## src/rtl/hazard_ctrl_206.sv

```systemverilog
// hazard_ctrl_206: pipeline hazard controller for load-use, branch flush,
// memory-wait and multi-cycle mul/div occupancy.
// Ports: clk/rst_n (async active-low reset); rs_ID/rt_ID/uses_rt_ID describe
// the ID instruction; rd_EX/memread_EX/branch_taken_EX/md_start_EX describe EX;
// mem_req_MEM/mem_ready describe MEM. Outputs are the stall/flush controls for
// the PC and pipeline registers, md_busy, and a saturating stall_cycles count.
module hazard_ctrl_206 #(
  parameter int MD_CYCLES = 32
) (
  input  logic        clk,
  input  logic        rst_n,
  input  logic [4:0]  rs_ID,
  input  logic [4:0]  rt_ID,
  input  logic        uses_rt_ID,
  input  logic [4:0]  rd_EX,
  input  logic        memread_EX,
  input  logic        branch_taken_EX,
  input  logic        md_start_EX,
  input  logic        mem_req_MEM,
  input  logic        mem_ready,
  output logic        pc_stall,
  output logic        if_id_stall,
  output logic        if_id_flush,
  output logic        id_ex_stall,
  output logic        id_ex_flush,
  output logic        ex_mem_flush,
  output logic        md_busy,
  output logic [15:0] stall_cycles
);
  localparam logic [1:0] RUN = 2'd0;
  localparam logic [1:0] MW  = 2'd1;
  localparam logic [1:0] MD  = 2'd2;
  // control bundle order: pc_stall, if_id_stall, if_id_flush, id_ex_stall,
  // id_ex_flush, ex_mem_flush, md_busy
  localparam logic [6:0] C_NONE = 7'b0000000;
  localparam logic [6:0] C_HOLD = 7'b1101010;
  localparam logic [6:0] C_BR   = 7'b0010100;
  localparam logic [6:0] C_LU   = 7'b1100100;
  localparam logic [6:0] C_MD   = 7'b1101011;
  logic [1:0]  state_q, state_d;
  logic [7:0]  cnt_q, cnt_d;
  logic [15:0] stall_cycles_q, stall_cycles_d;
  logic [6:0]  ctl;
  logic        load_use, mem_wait;
  assign load_use = memread_EX && (rd_EX != 5'd0) &&
                    ((rd_EX == rs_ID) || (uses_rt_ID && (rd_EX == rt_ID)));
  assign mem_wait = mem_req_MEM && !mem_ready;
  always_comb begin
    state_d = state_q;
    cnt_d   = cnt_q;
    ctl     = C_NONE;
    case (state_q)
      RUN: begin
        if (mem_wait) begin
          ctl     = C_HOLD;
          state_d = MW;
        end else if (branch_taken_EX) begin
          ctl = C_BR;
        end else if (md_start_EX) begin
          // entry cycle counts as the first EX cycle; exit cycle is the last
          ctl     = C_HOLD;
          cnt_d   = 8'(MD_CYCLES - 2);
          state_d = MD;
        end else if (load_use) begin
          ctl = C_LU;
        end
      end
      MW: begin
        if (mem_ready) state_d = RUN;
        else ctl = C_HOLD;
      end
      MD: begin
        if (cnt_q == 8'd0) begin
          state_d = RUN;
        end else begin
          ctl   = C_MD;
          cnt_d = cnt_q - 8'd1;
        end
      end
      default: state_d = RUN;
    endcase
    // outputs are combinational from inputs, so reset must mask them directly
    if (!rst_n) ctl = C_NONE;
    stall_cycles_d = (ctl[6] && stall_cycles_q != 16'hFFFF) ? stall_cycles_q + 16'd1 : stall_cycles_q;
  end
  always_ff @(posedge clk or negedge rst_n) begin
    if (!rst_n) begin
      state_q        <= RUN;
      cnt_q          <= 8'd0;
      stall_cycles_q <= 16'd0;
    end else begin
      state_q        <= state_d;
      cnt_q          <= cnt_d;
      stall_cycles_q <= stall_cycles_d;
    end
  end
  assign {pc_stall, if_id_stall, if_id_flush, id_ex_stall, id_ex_flush, ex_mem_flush, md_busy} = ctl;
  assign stall_cycles = stall_cycles_q;
endmodule

```

## config.mk

```make
export PLATFORM = sky130hd
export DESIGN_NAME = hazard_ctrl_206
export DESIGN_NICKNAME = d
export VERILOG_FILES = /design/src/rtl/hazard_ctrl_206.sv
export SDC_FILE = /design/constraint.sdc
export NUM_CORES = 1
export LEC_CHECK = 0
export CAP_MARGIN = 5
export CORE_UTILIZATION = 46
export DETAILED_ROUTE_END_ITERATION = 12
export HOLD_SLACK_MARGIN = 0.12
export PLACE_DENSITY = 0.79
export SLEW_MARGIN = 10
export SYNTH_ARGS = -nofsm -noshare
export SYNTH_HDL_FRONTEND = slang
export SYNTH_SLANG_ARGS = --single-unit
export TNS_END_PERCENT = 1
```

## constraint.sdc

```tcl
create_clock -name clk -period 2.1 [get_ports clk]
set_input_delay 0.42 -clock clk [delete_from_list [all_inputs] [get_ports clk]]
set_output_delay 0.42 -clock clk [all_outputs]
set_load 0.02 [all_outputs]
```

==> results of run 1 <==
[power by group]
part / switching (mW) / internal, mW / leakage, nW
clock: 0.156 / 0.193 / 0.0279
combinational: 0.547 / 0.642 / 0.748
sequential: 0.101 / 0.595 / 0.329
total: 0.803 / 1.43 / 1.11
[what timing repair did]
| action | 4_1_cts | 5_1_grt |
|---|---|---|
| pin swaps | 18 | 5 |
| resized for setup | 72 | 20 |
| hold buffers | 0 | 0 |
| buffers inserted | 9 | 3 |
| setup endpoints to repair | 11 | 22 |
[kinds of logic (layout without fill, tap and decap cells)]
logic type	count (synthesis)	after routing	synth area share (%)
AND/OR/NAND/NOR	66	66	25.33
flip-flops	26	26	43.48
multiplexers	1	1	0.7525
AO/OA/AOI/OAI	16	16	7.943
XOR/XNOR	30	30	17.56
adder cells (fa/ha/maj)	2	2	1.672
buffers and inverters	9	95	3.260
[final cells by class]
cell class | count | area, um2 | share of cell area (%)
Clock buffer | 3 | 22.52 | 0.9160
Timing Repair Buffer | 87 | 787.0 | 32.01
Inverter | 4 | 15.01 | 0.6107
Sequential cell | 26 | 650.6 | 26.46
Tap cell | 44 | 55.05 | 2.239
Clock inverter | 1 | 30.03 | 1.221
Multi-Input combinational cell | 115 | 898.4 | 36.54
[per-layer routing]
metal / track usage, % / vias to the layer above / routed length [um]
met5: 0 / - / 0
met4: 11.56 / 0 / 92
met3: 3.712 / 8 / 118
met2: 50.16 / 32 / 2504
met1: 30.24 / 750 / 1691
li1: - / 699 / -
[worst max path at each step]
stage / from / end
after floorplan: state_q[0]$_DFFE_PN0P_ / pc_stall
after global placement: rd_EX[1] / id_ex_flush
after detailed placement: rd_EX[1] / id_ex_flush
after CTS: cnt_q[6]$_DFFE_PN0P_ / pc_stall
after global routing: cnt_q[0]$_DFFE_PN0P_ / pc_stall
final: state_q[0]$_DFFE_PN0P_ / pc_stall
[layout by cell type (no fill, tap or decap), types with 2 or more instances in the layout]
cell              n
buf_2             4
nor3_1            3
nand4_1           8
nand2_1           9
buf_8             2
nand3_2           5
a21oi_1           2
dfrtp_1          26
xnor2_1          18
buf_6            12
clkbuf_4          3
nor4_1            3
o21bai_4          2
nand3_1           4
buf_4            32
dlygate4sd2_1    11
and2_1            3
xor2_1           11
and3_1            6
nor2_1           12
nor4b_1           2
clkdlybuf4s50_1  23
inv_1             4
[sequential cells by signal (all words and copies together) (netlist names)]
signal and flops:
state_q 2, stall_cycles 16, cnt_q 8
==> impl_metrics.tcl, run 1 <==
set metrics [dict create \
    final_layout_size_suffix_gt1_share_pct 33.05 \
    vias_per_cell 5.318 \
    groute.usage.overall_pct 26.84 \
    slew_violations 0 \
    fmax_mhz 439.6 \
    rr_worst_depth 12 \
    slew_headroom_pct 73.87 \
    crit_chain "or3b_4 -> a21oi_4 -> buf_6 -> o21a_4 -> o21bai_4 -> buf_6" \
    num_io_pins 46 \
    ys_ff_latch 26 \
    core_area_um2 3078 \
    rsz0062_at_grt "true" \
    clkLatencyLatePin_ns 0.33 \
    critical_path_class "reg -> out" \
    cts_tree "done" \
    grt_pass1_vias 1597 \
    die_x_um 59.04 \
    yosys_most_used_dff "dfrtp_1" \
    setup_viol 15 \
    critPathLaunchType "flip-flop" \
    final_hold_viol_count 0 \
    netlist_instances 150 \
    pwr_density_cell_nw_per_um2 908.2 \
    die_h_um 59.04 \
    num_rows 20 \
    root_buffer "clkbuf_4" \
    setup_ws_ns -0.1748 \
    yosys.area.top_type "dfrtp_1" \
    reg2reg_slack_ns -0.06 \
    period_needed_ns 2.275 \
    totalWireLength_um 4407 \
    synth_most_common_cell "dfrtp_1" \
    netlist_top_cells_count "dfrtp_1 (26), xnor2_1 (19), nor2_1 (12)" \
    start_util_pct 48.62 \
    synth-edff-count 0 \
    gr-total-overflow 0 \
    ys_types 37 \
    place_ws_ns -0.8152 \
    cts_buffer_depth 2 \
    yosys_warnings 0 \
    final_antenna_net_count 0 \
    grt_max_degree 19 \
    syn2layout_area_growth_pct 64.30 \
    syn_area_per_cell_um2 9.976 \
    path_max_fanout 3 \
    maxCapViolations 0 \
    fin_skew_ns 0.01362 \
    dieArea_um2 3485 \
    end_kind "output pin" \
    ys_seq_area_share_pct 43.48 \
    fin_nets 262 \
    rr_endpoint "stall_cycles[10]$_DFFE_PN0P_" \
    drt_first_pass_iters 4 \
    numCtsBuffers 3 \
    placed_cell_area_um2 2235 \
    path_delay_family "compound AO/OA/AOI/OAI gates" \
    antenna_found_initial 0 \
    worst_pin_slew_ns 0.3911 \
    worst-path-buf-inv 2 \
    stdcell_area_um2 2459 \
    drtIter0Drc 69 \
    p_leak_nw 1.105 \
    num_vias 1489 \
    final_cell_count_no_fill 280 \
    ir_drop_mv 0.6548 \
    dp.cells 265 \
    grt_pass1_wl_um 7024 \
    r2r-start "state_q[0]$_DFFE_PN0P_" \
    status "finished, violations left" \
    placement.io_buffers 45 \
    critical_path_depth 6 \
    fin_util_pct 79.88 \
    fillers 192 \
    hold_class "in -> async" \
    slowest_stage "dfrtp_1" \
    crit_required_ns 1.68 \
    h-tree-depth 1 \
    syn-num-nets 175 \
    synth_top_area_share_pct 43.48 \
    async_flop_share_pct 100.0 \
    place.gp.congestion 0.7793 \
    dp_hpwl_um 2999 \
    clkSlewWorstSetupHoldPaths_ns 0.15 \
    numClockSinks 26 \
    cp.arrival_ns 1.85 \
    synthTopCellsByArea "dfrtp_1 (43%), xnor2_1 (11%), xor2_1 (6.4%), nand4_1 (3.3%), nor2_1 (3.0%)" \
    n_antenna_cell 0 \
    wl_per_cell_um 15.74 \
    finalPower_mw 2.233 \
    min_period_over_period_pct 108.3 \
    failed_checks "setup timing" \
    holdWs_ns 0.4183 \
    critical-path-max-stage-delay_ns 0.42 \
    cpMostUsedCell "buf_6" \
    drc 0 \
    tns_ns -1.146 \
    syn_area_um2 1496 \
]
Note: power is estimated with default switching activity, not from simulation.
==> run 2: changes to the inputs <==
TNS_END_PERCENT = 30   (was 1)
==> run 2 against run 1 <==
The flow still finishes with violations (setup timing). Clock skew grew 0.0042 ns. Die area unchanged. Hold slack worse by 0.0023 ns. Routed wire length shrank 1.9%. Maximum frequency up 0.16%. Critical path depth unchanged. Final cell count shrank 1.1%. Global-route usage stayed put. Non-clock buffer count down 3. Register-to-register slack better by 0.17 ns. Clock power fell by 1%.
==> impl_metrics.tcl, run 2 (synthesized netlist as in run 1, its figures left out) <==
set metrics [dict create \
    power_frac_seq_pct 32.0 \
    status "finished, violations left" \
    root_buffer "clkbuf_4" \
    num_rows 20 \
    top_usage_layer "met2" \
    slew_violations 0 \
    finalPower_mw 2.159 \
    worst-path-buf-inv 2 \
    reg2reg_slack_ns 0.11 \
    p_leak_nw 1.106 \
    dp_hpwl_um 2999 \
    met2_usage_pct 50.16 \
    wl_per_cell_um 15.61 \
    r2r-start "state_q[0]$_DFFE_PN0P_" \
    maxCapViolations 0 \
    die_h_um 59.04 \
    n_antenna_cell 0 \
    slew_headroom_pct 73.88 \
    vias_per_cell 5.339 \
    layout_commonest_cell "buf_4" \
    grt_max_degree 19 \
    final_cell_count_no_fill 277 \
    pwr_density_cell_nw_per_um2 884.0 \
    final_antenna_net_count 0 \
    seqCellArea_um2 650.6 \
    numCtsBuffers 3 \
    hold_class "in -> async" \
    fin_skew_ns 0.01782 \
    worst_pin_slew_ns 0.3910 \
    h-tree-depth 1 \
    critical_path_class "reg -> out" \
    slowest_stage "dfrtp_1" \
    dieArea_um2 3485 \
    holdWs_ns 0.4160 \
    path_delay_family "compound AO/OA/AOI/OAI gates" \
    drt_first_pass_iters 4 \
    critPathLaunchType "flip-flop" \
    power_frac_clock_pct 15.9 \
    syn2layout_area_growth_pct 63.21 \
    rr_worst_depth 8 \
    final_hold_viol_count 0 \
    rr_endpoint "stall_cycles[10]$_DFFE_PN0P_" \
    failed_checks "setup timing" \
    gr-total-overflow 0 \
    mostFrequentLayoutCells "buf_4 (32), dfrtp_1 (26), clkdlybuf4s50_1 (20), xnor2_1 (19), nor2_1 (12)" \
    die_x_um 59.04 \
    cts_tree "done" \
    crit_start "state_q[0]$_DFFE_PN0P_" \
    antenna_found_initial 0 \
    core_area_um2 3078 \
    largest_reg_flops 16 \
    p_switching_mw 0.7796 \
    switching_share_pct 36.11 \
    rsz0062_at_grt "true" \
    setup_viol 6 \
    path_max_fanout 3 \
    min_period_over_period_pct 108.2 \
    groute.usage.overall_pct 26.84 \
    crit_chain "or3b_4 -> a21oi_4 -> buf_6 -> o21a_4 -> o21bai_4 -> buf_6" \
    cts_buffer_depth 2 \
    multiInputGateArea_um2 917.1 \
    end_kind "output pin" \
    setup_ws_ns -0.1713 \
    numClockSinks 26 \
    grt_pass1_wl_um 7024 \
    totalWireLength_um 4323 \
    internal-power_mw 1.380 \
    clkSlewWorstSetupHoldPaths_ns 0.15 \
    grt_pass1_vias 1597 \
    place_ws_ns -0.8152 \
    use_met3_pct 3.712 \
    dp.cells 265 \
    cts_hold_buf 0 \
    fmax_mhz 440.3 \
    placement.io_buffers 45 \
    crit_required_ns 1.68 \
    cp.arrival_ns 1.85 \
    drc 0 \
    cpMostUsedCell "buf_6" \
    clkLatencyLatePin_ns 0.33 \
    fillers 205 \
    num_io_pins 46 \
    drtIter0Drc 56 \
    ir_drop_mv 0.6307 \
    p_comb_share_pct 52.1 \
    met1_usage_pct 30.24 \
    critical-path-max-stage-delay_ns 0.42 \
    place.gp.congestion 0.7793 \
    start_util_pct 48.62 \
    final_layout_size_suffix_gt1_share_pct 35.19 \
    period_needed_ns 2.271 \
    fin_nets 259 \
    num_vias 1479 \
]
run 2: changes by cell type in the layout (fill, tap and decap cells not counted), sizes merged:
| cell | previous run | this run |
|---|---|---|
| buf | 51 | 49 |
| clkbuf | 4 | 7 |
| clkdlybuf4s50 | 23 | 20 |
| dlygate4sd2 | 11 | 8 |
| clkdlybuf4s15 | 1 | 0 |
| dlymetal6s2s | 0 | 3 |
run 2: repair_timing:
item,4_1_cts,5_1_grt
endpoints found under the setup margin,11,22
setup buffers,9,4
endpoints found under the hold margin,0,0
resized for setup,72,37
gates cloned,0,0
pin swaps,18,18
run 2: layer usage:
layer  up-vias  wire length [um]
li1        691                 -
met4         0                70
met5         -                 0
met1       742              1676
met3         8               131
met2        38              2445
run 2: worst max-delay path by stage:
stage / endpoint / cells after the start
4_1_cts: pc_stall / 6
3_3_place_gp: id_ex_flush / 6
3_5_place_dp: id_ex_flush / 6
6_report: pc_stall / 6
5_1_grt: pc_stall / 6
2_1_floorplan: pc_stall / 5
run 2: cell type report:
| type | count | share of cell area [%] |
|---|---|---|
| Multi-Input combinational cell | 115 | 37.55 |
| Timing Repair Buffer | 84 | 30.79 |
| Sequential cell | 26 | 26.64 |
| Tap cell | 44 | 2.254 |
| Clock inverter | 1 | 1.230 |
| Clock buffer | 3 | 0.9221 |
| Inverter | 4 | 0.6148 |
run 2: worst reg2reg max path, delay by kind of cell (launching register included):
kind | cells | cell delay, ns
buffers and inverters | 3 | 0.50
flip-flops | 1 | 0.42
AO/OA/AOI/OAI | 1 | 0.29
XOR/XNOR | 1 | 0.15
AND/OR/NAND/NOR | 3 | 0.52
run 2: through the flow:
| step | util, % | TNS (ns) | instance area [um2] |
|---|---|---|---|
| 2_1_floorplan | - | 0 | 1518 |
| 3_3_place_gp | 72.60 | -9.022 | 2235 |
| 3_5_place_dp | 72.60 | -9.757 | 2235 |
| 4_1_cts | 77.07 | -1.206 | 2372 |
| 5_1_grt | 79.35 | -0.9883 | 2442 |
| 6_report | 79.35 | -0.6761 | 2442 |
run 2: power by group through the flow:
stage / clock network (mW) / registers [mW] / logic (mW)
detailed placement: 0 / 0.691 / 0.974
finish: 0.344 / 0.690 / 1.13
global route: 0.365 / 0.699 / 1.20
global placement: 0 / 0.681 / 0.944
floorplan: 0 / 0.766 / 0.393
CTS: 0.350 / 0.689 / 1.08
==> run 3: changes to the inputs <==
SETUP_SLACK_MARGIN = 0.4   (was unset)
==> run 3 against run 2 <==
The flow still finishes with violations (setup timing). Via count down 0.14%. Worst setup slack lost 0.064 ns. Register-to-register slack worse by 0.17 ns. Count of clock-buffer cells in the layout is 1 higher. Critical path type unchanged. Largest power group unchanged.
==> impl_metrics.tcl, run 3 (synthesized netlist as in run 1, its figures left out) <==
set metrics [dict create \
    setup_ws_ns -0.2358 \
    largest_reg_flops 16 \
    fillers 172 \
    wl_per_cell_um 17.37 \
    clkSlewWorstSetupHoldPaths_ns 0.15 \
    layout_commonest_cell "buf_4" \
    die_x_um 59.04 \
    fin_util_pct 85.28 \
    clkLatencyLatePin_ns 0.32 \
    final_antenna_net_count 0 \
    num_io_pins 46 \
    grt_pass1_wl_um 7176 \
    holdWs_ns 0.1940 \
    final_cell_count_no_fill 278 \
    slew_headroom_pct 67.94 \
    path_max_fanout 3 \
    setup_viol 7 \
    grt_pass1_vias 1567 \
    tns_ns -1.002 \
    rsz0062_at_grt "true" \
    n_antenna_cell 0 \
    die_h_um 59.04 \
    hold_class "in -> async" \
    h-tree-depth 1 \
    period_needed_ns 2.336 \
    end_kind "output pin" \
    failed_checks "setup timing" \
    numCtsBuffers 3 \
    placed_cell_area_um2 2272 \
    vias_per_cell 5.313 \
    finalPower_mw 2.209 \
    placement.io_buffers 45 \
    seqCellArea_um2 661.9 \
    dp.cells 264 \
    final_hold_viol_count 0 \
    dp_hpwl_um 3104 \
    place_ws_ns -0.9324 \
    fmax_mhz 428.1 \
    syn2layout_area_growth_pct 75.42 \
    pwr_density_cell_nw_per_um2 841.4 \
    stdcell_area_um2 2625 \
    drt_first_pass_iters 4 \
    fin_nets 260 \
    min_period_over_period_pct 111.2 \
    p_leak_nw 1.249 \
    rr_worst_depth 11 \
    root_buffer "clkbuf_4" \
    critical_path_class "reg -> out" \
    dieArea_um2 3485 \
    worst_pin_slew_ns 0.4809 \
    cts_tree "done" \
    numClockSinks 26 \
    antenna_found_initial 0 \
    fin_skew_ns 0.003827 \
    critPathLaunchType "flip-flop" \
    place.gp.congestion 0.7292 \
    final_layout_size_suffix_gt1_share_pct 47.01 \
    gr-total-overflow 0 \
    status "finished, violations left" \
    cts_buffer_depth 2 \
    ir_drop_mv 0.6401 \
    slew_violations 0 \
    groute.usage.overall_pct 27.67 \
    start_util_pct 48.62 \
    multiInputGateArea_um2 1044 \
    maxCapViolations 0 \
    drc 0 \
    num_rows 20 \
    grt_max_degree 15 \
    totalWireLength_um 4830 \
    mostFrequentLayoutCells "buf_4 (32), dlygate4sd2_1 (24), dfrtp_1 (17), xnor2_1 (15), buf_6 (12)" \
    num_vias 1477 \
    drtIter0Drc 71 \
    crit_required_ns 1.68 \
    cp.arrival_ns 1.92 \
    core_area_um2 3078 \
]
==> run 3: cell type report <==
| cell class | instances | area share (%) |
|---|---|---|
| multi-input cells | 115 | 39.75 |
| inverters | 4 | 0.5720 |
| well taps | 44 | 2.097 |
| clock buffers | 4 | 1.382 |
| flip-flops and latches | 26 | 25.21 |
| repair buffers | 85 | 30.98 |
==> run 3: critical path: stages, from the launching register on <==
cell and delay, ns:
dfrtp_1 0.46, nor4b_1 0.47, buf_4 0.20, nand2_1 0.11, o21bai_4 0.21, buf_6 0.14
==> run 3: path summary, 6_finish.rpt <==
check | from | end | slack (ns)
min in group clk | stall_cycles[5]$_DFFE_PN0P_ | stall_cycles[5]$_DFFE_PN0P_ | 0.50
worst max register to register | cnt_q[0]$_DFFE_PN0P_ | stall_cycles[1]$_DFFE_PN0P_ | -0.06
worst min register to register | stall_cycles[5]$_DFFE_PN0P_ | stall_cycles[5]$_DFFE_PN0P_ | 0.50
max in group asynchronous | rst_n | stall_cycles[12]$_DFFE_PN0P_ | 1.53
worst min-delay path | rst_n | stall_cycles[4]$_DFFE_PN0P_ | 0.19
worst max-delay path | state_q[1]$_DFFE_PN0P_ | if_id_stall | -0.24
==> run 3: timing repair <==
action / CTS / global route
endpoints found under the setup margin: 46 / 32
hold buffers: 0 / 0
setup buffers: 6 / 2
gates cloned: 2 / 0
pin swaps: 36 / 28
hold endpoints to repair: 0 / 0
resized for setup: 113 / 29
==> run 3: routing by layer <==
metal	global-route usage, %	part of all wire (%)	routed length [um]	up-vias
li1	-	-	-	694
met1	32.38	40	1932	754
met2	51.46	56	2682	21
met3	4.803	3.1	149	8
met4	7.143	1.3	65	0
met5	4.762	0	0	-
==> run 3: power by group <==
group          total (mW)  switching [mW]  internal [mW]
registers           0.718           0.115          0.603
clock network       0.259           0.153          0.106
logic                1.23           0.602          0.630
total                2.21           0.870           1.34
